==> src/rtl/pc_sequencer.sv <==
`default_nettype none
// ============================================================================
//  Module      : pc_sequencer
//  Description : Program-counter sequencer for a small instruction fetch unit.
//                Walks the pc sequentially, honours jump / conditional branch
//                redirects, stalls without losing an address, halts and
//                restarts under control of run.  All outputs are registered.
//  Revision    : 1.0 - initial release
// ============================================================================
module pc_sequencer #(
   parameter logic [7:0] RESET_PC = 8'h00,
   parameter logic [7:0] PC_MAX   = 8'hFF
) (
   input  logic       clk,
   input  logic       reset,
   input  logic       run,
   input  logic       stall,
   input  logic       halt,
   input  logic       jump,
   input  logic       branch,
   input  logic       cond,
   input  logic [7:0] target,
   output logic [7:0] pc,
   output logic       pc_valid,
   output logic [1:0] state,
   output logic [7:0] fetch_count,
   output logic       wrap
);

   typedef enum logic [1:0] {
      ST_IDLE   = 2'b00,
      ST_FETCH  = 2'b01,
      ST_STALL  = 2'b10,
      ST_HALTED = 2'b11
   } state_t;

   state_t     r_state;
   logic [7:0] r_pc;
   logic       r_pc_valid;
   logic [7:0] r_fetch_count;
   logic       r_wrap;

   logic [7:0] w_next_pc;
   logic       w_next_wrap;

   // Address to fetch after a FETCH cycle with no halt/stall: redirect or
   // sequential, folding anything past PC_MAX back to RESET_PC.
   always_comb begin
      w_next_pc   = r_pc + 8'd1;
      w_next_wrap = 1'b0;
      if (jump || (branch && cond)) begin
         if (target > PC_MAX) begin
            w_next_pc   = RESET_PC;
            w_next_wrap = 1'b1;
         end else begin
            w_next_pc   = target;
         end
      end else if (r_pc == PC_MAX) begin
         w_next_pc   = RESET_PC;
         w_next_wrap = 1'b1;
      end
   end

   // Sequencer state, pc and status flags; reset clears everything at once.
   always_ff @(posedge clk or negedge reset) begin
      if (!reset) begin
         r_state       <= ST_IDLE;
         r_pc          <= RESET_PC;
         r_pc_valid    <= 1'b0;
         r_fetch_count <= 8'h00;
         r_wrap        <= 1'b0;
      end else begin
         // Count cycles in which the presented pc was a live fetch.
         if (r_pc_valid && (r_fetch_count != 8'hFF)) begin
            r_fetch_count <= r_fetch_count + 8'd1;
         end

         case (r_state)
            ST_IDLE: begin
               r_pc <= RESET_PC;
               if (run) begin
                  r_state    <= ST_FETCH;
                  r_pc_valid <= 1'b1;
               end
            end

            ST_FETCH: begin
               if (halt) begin
                  r_state    <= ST_HALTED;
                  r_pc_valid <= 1'b0;
               end else if (stall) begin
                  // Current pc is held so it is re-presented on release.
                  r_state    <= ST_STALL;
                  r_pc_valid <= 1'b0;
               end else begin
                  r_pc   <= w_next_pc;
                  r_wrap <= r_wrap | w_next_wrap;
               end
            end

            ST_STALL: begin
               if (halt) begin
                  r_state <= ST_HALTED;
               end else if (!stall) begin
                  r_state    <= ST_FETCH;
                  r_pc_valid <= 1'b1;
               end
            end

            ST_HALTED: begin
               // A fresh rising run is needed to restart, so go via IDLE.
               if (!run) begin
                  r_state <= ST_IDLE;
                  r_pc    <= RESET_PC;
               end
            end

            default: begin
               r_state    <= ST_IDLE;
               r_pc       <= RESET_PC;
               r_pc_valid <= 1'b0;
            end
         endcase
      end
   end

   assign pc          = r_pc;
   assign pc_valid    = r_pc_valid;
   assign state       = r_state;
   assign fetch_count = r_fetch_count;
   assign wrap        = r_wrap;

endmodule
`default_nettype wire

==> config.mk <==
export PLATFORM = sky130hd
export DESIGN_NAME = pc_sequencer
export DESIGN_NICKNAME = d
export VERILOG_FILES = /design/src/rtl/pc_sequencer.sv
export SDC_FILE = /design/constraint.sdc
export NUM_CORES = 1
export LEC_CHECK = 0
export CAP_MARGIN = 10
export CORE_AREA = 2 2 45 64
export CTS_CLUSTER_DIAMETER = 80
export CTS_CLUSTER_SIZE = 40
export DETAILED_ROUTE_END_ITERATION = 10
export DIE_AREA = 0 0 47 66
export PLACE_DENSITY = 0.76
export SLEW_MARGIN = 0
export SYNTH_ARGS = -nofsm -noshare
export SYNTH_HDL_FRONTEND = slang
export SYNTH_SLANG_ARGS = --single-unit
==> constraint.sdc <==
create_clock -name clk -period 2.2 [get_ports clk]
set_input_delay 0.22 -clock clk [delete_from_list [all_inputs] [get_ports clk]]
set_output_delay 0.22 -clock clk [all_outputs]
set_load 0.02 [all_outputs]
==> flow_metrics.env, run 1 <==
export IMPL_synth_avg_cell_area_sq_um=9.411
export IMPL_drv_cap=0
export IMPL_tritoncts="built"
export IMPL_cts_buffers=3
export IMPL_htree_levels=1
export IMPL_synth_common_cells="dfrtp_1 (20), nand2_1 (12), a21oi_1 (9), nand3_1 (9), o21ai_0 (8)"
export IMPL_drive_gt1_share_pct=8.861
export IMPL_clock_path_buffers=2
export IMPL_core_sq_um=2532
export IMPL_crit_arrival_ns=2.02
export IMPL_fin_crit_sh_pct=81.46
export IMPL_status="finished, final reports clean"
export IMPL_ctsResizeCount=0
export IMPL_fmax_mhz=558.0
export IMPL_ys_seq_elements=20
export IMPL_fin_skew_ns=0.003774
export IMPL_utilization_pct=61.26
export IMPL_antennaDiodeCount=0
export IMPL_grt_pass1_wl_mm=4.602
export IMPL_startpoint="state[0]"
export IMPL_async_flop_share_pct=100.0
export IMPL_initial_utilization_pct=43.48
export IMPL_drtAntennaViolNets=0
export IMPL_vdd_ir_drop_max_uv=604.8
export IMPL_yosys_warnings=0
export IMPL_num_rows=22
export IMPL_cts_root_buffer="clkbuf_4"
export IMPL_hpwlAfterDp_mm=2.092
export IMPL_io_pins=36
export IMPL_grt_overflow=0
export IMPL_crit_fanout=9
export IMPL_final_cells=194
export IMPL_place_inst=191
export IMPL_cts_num_sinks=20
export IMPL_fin_setup_tns_ns=0
export IMPL_fin_crit_ns=1.792
export IMPL_antenna_found_initial=0
export IMPL_path_cells="or4b_1 > or2_4 > or3_1 > nand4_1"
export IMPL_gp_congestion=0.8136
export IMPL_cp_slowest_cell="dfrtp_1"
export IMPL_grt_pass1_vias=1056
export IMPL_area_delta_synth_final_pct=40.91
export IMPL_powerDensity_nw_per_um2=1087
export IMPL_synth_area_sq_um=1101
export IMPL_synth_edf_count=0
export IMPL_synth_top_cells_by_area="dfrtp_1 (45%), a21oi_1 (4.1%), nand3_1 (4.1%)"
export IMPL_slowest_delay_ns=0.51
export IMPL_fillers=235
export IMPL_ys_seq_area_share_pct=45.45
export IMPL_dieArea_sq_um=3102
export IMPL_finalHoldViolations=0
export IMPL_rsz0062_at_grt="false"
export IMPL_drt_iter0_markers=16
export IMPL_viasPerCell=5.598
export IMPL_slew_headroom_pct=73.96
export IMPL_crit_required_ns=2.43
export IMPL_die_y_um=66
export IMPL_nets=178
export IMPL_clk_pin_slew_worst_paths_ns=0.11
export IMPL_ys_flop_type="dfrtp_1"
export IMPL_tightest_slew_ns=0.3872
export IMPL_track_usage_pct=20.26
export IMPL_vias=1086
export IMPL_synth_cells=117
export IMPL_crit_type="reg -> reg"
export IMPL_die_w_um=47
export IMPL_setup_violations=0
export IMPL_end_kind="register"
export IMPL_start_kind="register"
export IMPL_routed_wl_mm=2.723
export IMPL_io_buffers=35
export IMPL_final_area_sq_um=1551
export IMPL_synth_top_cell_by_area="dfrtp_1"
export IMPL_route_detailed_drc=0
export IMPL_post_cts_setup_buffers=0
export IMPL_ctsHoldBuffers=0
export IMPL_place_area_sq_um=1529
export IMPL_syn_num_nets=135
export IMPL_clock_latency_ns=0.29
export IMPL_grt_max_degree=21
export IMPL_hp_class="in -> async"
export IMPL_crit_buf_inv=0
export IMPL_netlist_area_leader_share_pct=45.45
export IMPL_synth_most_common_cell="dfrtp_1"
export IMPL_p_leak_nw=0.6510
export IMPL_synth_cell_type_count=42
export IMPL_rr_startpoint="state[0]"
export IMPL_wl_per_cell_um=14.04
export IMPL_cp_top_family="simple AND/OR/NAND/NOR gates"
export IMPL_slew_viol_final=0
export IMPL_drtPass1Iterations=4
registers in the layout (all words and copies together) (netlist names):
signal and cells:
fetch_count 8, pc 8, state 2, pc_valid 1, wrap 1
cell usage in the layout (no fill, tap or decap), types with 2 or more instances in the layout:
cell type	count
o22ai_1	2
xnor2_1	4
a21oi_1	9
and3_1	4
dfrtp_1	20
o2bb2ai_1	2
buf_4	7
xor2_1	2
nand4_1	3
nor2b_1	2
o21ai_0	8
inv_1	2
ha_1	2
a31oi_1	3
and4_1	3
nand3_1	9
clkdlybuf4s50_1	35
nor2_1	5
clkbuf_4	3
nand2_1	12
metal layers:
metal  wire length [um]  track usage [%]
met1               1076            22.32
met2               1519            37.16
met3                114            2.732
met4                 13            7.292
met5                  0                0
per-stage QoR:
| step | hold WS, ns | setup slack (ns) | total power [mW] |
|---|---|---|---|
| after floorplan | -0.07559 | 0.2826 | 1.130 |
| after global placement | 0.4866 | 0.2430 | 1.499 |
| after detailed placement | 0.4843 | 0.2235 | 1.526 |
| after CTS | 0.2449 | 0.4019 | 1.706 |
| after global routing | 0.2475 | 0.3056 | 1.841 |
| final | 0.2504 | 0.4078 | 1.687 |
report_power, final:
| part | switching (mW) | internal, mW | leakage [nW] | total [mW] |
|---|---|---|---|---|
| combinational | 0.418 | 0.433 | 0.377 | 0.851 |
| sequential | 0.175 | 0.494 | 0.260 | 0.668 |
| clock | 0.104 | 0.0637 | 0.0138 | 0.168 |
| total | 0.697 | 0.990 | 0.651 | 1.69 |
kinds of logic after synthesis:
logic type      Yosys count  synth area share, %
flops                    20                45.45
mux                       2                1.932
compound gates           35                20.34
simple gates             46                22.73
buf+inv                   6                2.499
xor+xnor                  6                4.773
fa+ha+maj                 2                2.272
layout make-up:
cell class              count  area (sq um)  area share, %
inverters                   2         7.507         0.4839
repair buffers             42         402.9          25.97
multi-input cells          91         573.1          36.94
flip-flops and latches     20         500.5          32.26
well taps                  36         45.04          2.903
clock buffers               3         22.52          1.452
final timing paths:
| check | cells past startpoint | slack (ns) | endpoint |
|---|---|---|---|
| worst max register to register | 4 | 0.41 | pc[5] |
| max in group asynchronous | 2 | 1.74 | fetch_count[0] |
| worst min register to register | 1 | 0.51 | wrap |
| worst max-delay path | 4 | 0.41 | pc[5] |
| worst min-delay path | 2 | 0.25 | fetch_count[5] |
| min in group clk | 3 | 0.51 | pc[5] |
worst reg2reg max path: cells and delay by family (launching register included):
kind	cells	cell delay, ns
flops	1	0.51
simple gates	4	1.22
No activity file was read; power rests on OpenSTA's default activity.
==> inputs of run 2 (changes only) <==
- CORE_AREA: 2 2 45 64 -> 2 2 48 68
- DIE_AREA: 0 0 47 66 -> 0 0 50 70
- PLACE_DENSITY: 0.76 -> 0.71
- clock period: 2.2 -> 1.6 ns (I/O delays scaled with it)
==> flow_metrics.env, run 2 (same netlist as run 1, synthesis figures left out) <==
export IMPL_hp_class="in -> async"
export IMPL_io_buffers=35
export IMPL_status="complete, but fails checks"
export IMPL_setup_ws_ns=-0.01447
export IMPL_start_kind="register"
export IMPL_end_kind="register"
export IMPL_ff2ff_setup_slack_ns=-0.01
export IMPL_antenna_found_initial=0
export IMPL_crit_fanout=5
export IMPL_fmax_mhz=619.4
export IMPL_tritoncts="built"
export IMPL_htree_levels=1
export IMPL_final_common_cell="clkdlybuf4s50_1"
export IMPL_drt_iter0_markers=32
export IMPL_viasPerCell=5.481
export IMPL_tightest_slew_ns=0.3419
export IMPL_drv_cap=0
export IMPL_wl_per_cell_um=14.77
export IMPL_hpwlAfterDp_mm=2.361
export IMPL_drive_gt1_share_pct=17.16
export IMPL_fillers=272
export IMPL_place_inst=204
export IMPL_num_rows=24
export IMPL_drtPass1Iterations=4
export IMPL_clk_pin_slew_worst_paths_ns=0.08
export IMPL_vias=1140
export IMPL_fin_skew_ns=0.004693
export IMPL_slew_headroom_pct=77.00
export IMPL_crit_required_ns=1.79
export IMPL_area_delta_synth_final_pct=52.73
export IMPL_vdd_ir_drop_max_uv=714.4
export IMPL_reg2regPathDepth=4
export IMPL_grt_pass1_vias=1270
export IMPL_dieArea_sq_um=3500
export IMPL_final_area_sq_um=1682
export IMPL_slew_viol_final=0
export IMPL_drtAntennaViolNets=0
export IMPL_initial_utilization_pct=37.04
export IMPL_die_y_um=70
export IMPL_ctsHoldBuffers=0
export IMPL_powerDensity_nw_per_um2=1567
export IMPL_most_common_layout_cells="clkdlybuf4s50_1 (33), dfrtp_1 (18), buf_4 (17)"
export IMPL_path_cells="or4b_4 > or2_4 > or3_1 > nand4_1"
export IMPL_rr_startpoint="state[1]"
export IMPL_track_usage_pct=19.79
export IMPL_nets=188
export IMPL_route_detailed_drc=0
export IMPL_antennaDiodeCount=0
export IMPL_fin_crit_sh_pct=100.9
export IMPL_violations="setup timing"
export IMPL_place_area_sq_um=1614
export IMPL_cts_buffers=3
export IMPL_final_cells=208
export IMPL_grt_max_degree=21
export IMPL_gp_congestion=0.9634
export IMPL_finalHoldViolations=0
export IMPL_grt_pass1_wl_mm=5.471
export IMPL_crit_type="reg -> reg"
export IMPL_fin_crit_ns=1.614
export IMPL_cts_root_buffer="clkbuf_8"
export IMPL_cts_num_sinks=20
export IMPL_die_w_um=50
export IMPL_clock_path_buffers=2
export IMPL_grt_overflow=0
export IMPL_post_cts_setup_buffers=0
export IMPL_clock_latency_ns=0.25
export IMPL_rsz0062_at_grt="true"
export IMPL_core_sq_um=2973
export IMPL_crit_arrival_ns=1.81
export IMPL_routed_wl_mm=3.072
export IMPL_slowest_delay_ns=0.52
export IMPL_p_leak_nw=0.7435
export IMPL_cp_slowest_cell="or4b_4"
export IMPL_setup_violations=1
export IMPL_r2r_end="pc[5]"
export IMPL_fin_setup_tns_ns=-0.01447
export IMPL_io_pins=36
run 2: cell types whose count changed in the layout (fill, tap and decap cells not counted):
| cell | change |
|---|---|
| dfrtp_2 | +2 |
| or4b_1 | -1 |
| buf_4 | +10 |
| clkbuf_8 | +4 |
| clkdlybuf4s50_1 | -2 |
| or4b_4 | +1 |
| clkbuf_4 | -3 |
| nor2_1 | -1 |
| dfrtp_1 | -2 |
| dlymetal6s2s_1 | +2 |
| nor2_4 | +1 |
run 2: metrics by stage:
stage | utilization [%] | power, mW | setup slack [ns] | hold WS [ns]
after global placement | 54.29 | 2.234 | -0.2310 | 0.4975
final | 56.57 | 2.634 | -0.01447 | 0.2491
after global routing | 56.57 | 2.829 | -0.07975 | 0.2833
after detailed placement | 54.29 | 2.263 | -0.2365 | 0.4830
after CTS | 56.23 | 2.665 | -0.04288 | 0.2559
after floorplan | - | 1.580 | -0.1859 | -0.1356
run 2: worst max-delay path by stage:
stage,startpoint,endpoint,slack [ns],cells after the start
after CTS,state[1],pc[5],-0.04,4
after detailed placement,halt,pc[3],-0.24,6
final,state[1],pc[5],-0.01,4
after global routing,state[1],pc[5],-0.08,4
after floorplan,state[0],pc[5],-0.19,6
after global placement,halt,pc[3],-0.23,6
run 2: cell type report:
cell class	instances	area [sq um]	share of cell area [%]
timing repair buffer	52	483.0	28.72
sequential	20	503.0	29.91
inverter	2	7.507	0.4464
clock buffer	4	55.05	3.274
multi-input combinational	91	584.3	34.75
tap	39	48.80	2.902
run 2: routing by layer:
metal	part of all wire (%)	track usage, %
met1	40	22.53
met3	4.1	3.205
met4	1.7	8.951
met2	54	35.09
met5	0	0
run 2: repair_timing:
item                       CTS  global route
hold endpoints to repair     0             0
setup endpoints to repair    5             8
gates resized for setup      1             3
cloned                       0             0
pin swaps                    2             1
run 2: worst max-delay path: cells and delay by family, from the launching register on:
kind             cells  cell delay (ns)
DFF                  1             0.41
and+or+nand+nor      4             1.15
run 2: report_power, final:
group	internal [mW]	switching, mW	total (mW)
Sequential	0.684	0.187	0.872
Combinational	0.704	0.679	1.38
Clock	0.219	0.161	0.380
==> inputs of run 3 (changes only) <==
- TNS_END_PERCENT: default -> 5
==> flow_metrics.env, run 3 (same netlist as run 1, synthesis figures left out) <==
export IMPL_gp_congestion=0.9331
export IMPL_area_delta_synth_final_pct=54.09
export IMPL_drt_iter0_markers=23
export IMPL_die_w_um=50
export IMPL_slew_headroom_pct=82.34
export IMPL_slew_viol_final=0
export IMPL_clk_pin_slew_worst_paths_ns=0.08
export IMPL_io_pins=36
export IMPL_fin_setup_tns_ns=-0.06414
export IMPL_end_kind="register"
export IMPL_final_cells=210
export IMPL_crit_buf_inv=0
export IMPL_antenna_found_initial=0
export IMPL_crit_arrival_ns=1.86
export IMPL_antennaDiodeCount=0
export IMPL_hpwlAfterDp_mm=2.367
export IMPL_ff2ff_setup_slack_ns=-0.06
export IMPL_rsz0062_at_grt="true"
export IMPL_violations="setup timing"
export IMPL_path_depth=4
export IMPL_reg2regPathDepth=4
export IMPL_status="complete, but fails checks"
export IMPL_htree_levels=1
export IMPL_track_usage_pct=18.75
export IMPL_crit_end="pc[5]"
export IMPL_die_y_um=70
export IMPL_tightest_slew_ns=0.2612
export IMPL_final_area_sq_um=1697
export IMPL_crit_fanout=5
export IMPL_route_detailed_drc=0
export IMPL_core_sq_um=2973
export IMPL_initial_utilization_pct=37.04
export IMPL_wl_per_cell_um=14.32
export IMPL_finalHoldWorstSlack_ns=0.2458
export IMPL_r2r_end="pc[5]"
export IMPL_utilization_pct=57.07
export IMPL_setup_ws_ns=-0.06211
export IMPL_dieArea_sq_um=3500
export IMPL_powerDensity_nw_per_um2=1557
export IMPL_num_rows=24
export IMPL_cts_root_buffer="clkbuf_8"
export IMPL_fin_skew_ns=0.001969
export IMPL_cp_slowest_cell="or4b_4"
export IMPL_drv_cap=0
export IMPL_vdd_ir_drop_max_uv=742.2
export IMPL_rr_startpoint="state[1]"
export IMPL_drive_gt1_share_pct=18.13
export IMPL_finalPower_mw=2.641
export IMPL_vias=1131
export IMPL_grt_pass1_wl_mm=5.244
export IMPL_nets=190
export IMPL_slowest_delay_ns=0.54
export IMPL_crit_required_ns=1.79
export IMPL_place_inst=206
export IMPL_cp_top_family="simple AND/OR/NAND/NOR gates"
export IMPL_hp_class="in -> async"
export IMPL_path_cells="or4b_4 > or2_4 > or3_1 > nand4_1"
export IMPL_fillers=272
export IMPL_place_area_sq_um=1629
export IMPL_final_common_cell="clkdlybuf4s50_1"
export IMPL_routed_wl_mm=3.007
export IMPL_p_leak_nw=0.7538
export IMPL_cts_num_sinks=20
export IMPL_drtAntennaViolNets=0
export IMPL_clock_path_buffers=2
export IMPL_startpoint="state[1]"
export IMPL_fin_crit_ns=1.662
export IMPL_io_buffers=35
export IMPL_grt_max_degree=21
export IMPL_most_common_layout_cells="clkdlybuf4s50_1 (33), buf_4 (19), dfrtp_1 (18)"
export IMPL_crit_type="reg -> reg"
export IMPL_setup_violations=2
export IMPL_finalHoldViolations=0
export IMPL_fin_crit_sh_pct=103.9
export IMPL_place_ws_ns=-0.2435
export IMPL_viasPerCell=5.386
export IMPL_start_kind="register"
export IMPL_grt_pass1_vias=1214
export IMPL_cts_buffers=3
export IMPL_ctsHoldBuffers=0
export IMPL_drtPass1Iterations=4
export IMPL_fmax_mhz=601.6
export IMPL_tritoncts="built"
export IMPL_grt_overflow=0
export IMPL_clock_latency_ns=0.25
-- run 3: cell count changes in the layout (fill, tap and decap cells not counted), sizes merged --
cell / previous run / this run
buf: 17 / 19
-- run 3: routing by layer --
layer | share of wire [%] | routed length (um) | vias to the layer above | track usage (%)
met3 | 4.5 | 134 | 6 | 3.205
met5 | 0 | 0 | - | 0
li1 | - | - | 545 | -
met2 | 54 | 1625 | 40 | 33.92
met4 | 2.0 | 60 | 0 | 7.407
met1 | 39 | 1186 | 540 | 21.10
-- run 3: worst min-delay path by stage --
stage / startpoint / endpoint / slack [ns]
floorplan: reset / fetch_count[0] / -0.14
global placement: wrap / wrap / 0.48
detailed placement: wrap / wrap / 0.48
CTS: reset / fetch_count[6] / 0.26
global route: reset / fetch_count[6] / 0.29
finish: reset / pc[0] / 0.25
-- run 3: final cells by class --
| type | instances | area (sq um) | area share (%) |
|---|---|---|---|
| flip-flops and latches | 20 | 503.0 | 29.65 |
| clock buffers | 4 | 55.05 | 3.245 |
| multi-input cells | 91 | 584.3 | 34.44 |
| repair buffers | 54 | 498.0 | 29.35 |
| well taps | 39 | 48.80 | 2.876 |
| inverters | 2 | 7.507 | 0.4425 |
-- run 3: what timing repair did --
action / CTS / global route
endpoints found under the setup margin: 5 / 7
buffers inserted: 0 / 0
pin swaps: 0 / 1
resized for setup: 1 / 3
-- run 3: where the power goes --
part	switching, mW	leakage (nW)	internal, mW	total (mW)
Clock	0.168	0.0288	0.219	0.386
Combinational	0.677	0.467	0.713	1.39
Sequential	0.181	0.258	0.684	0.865
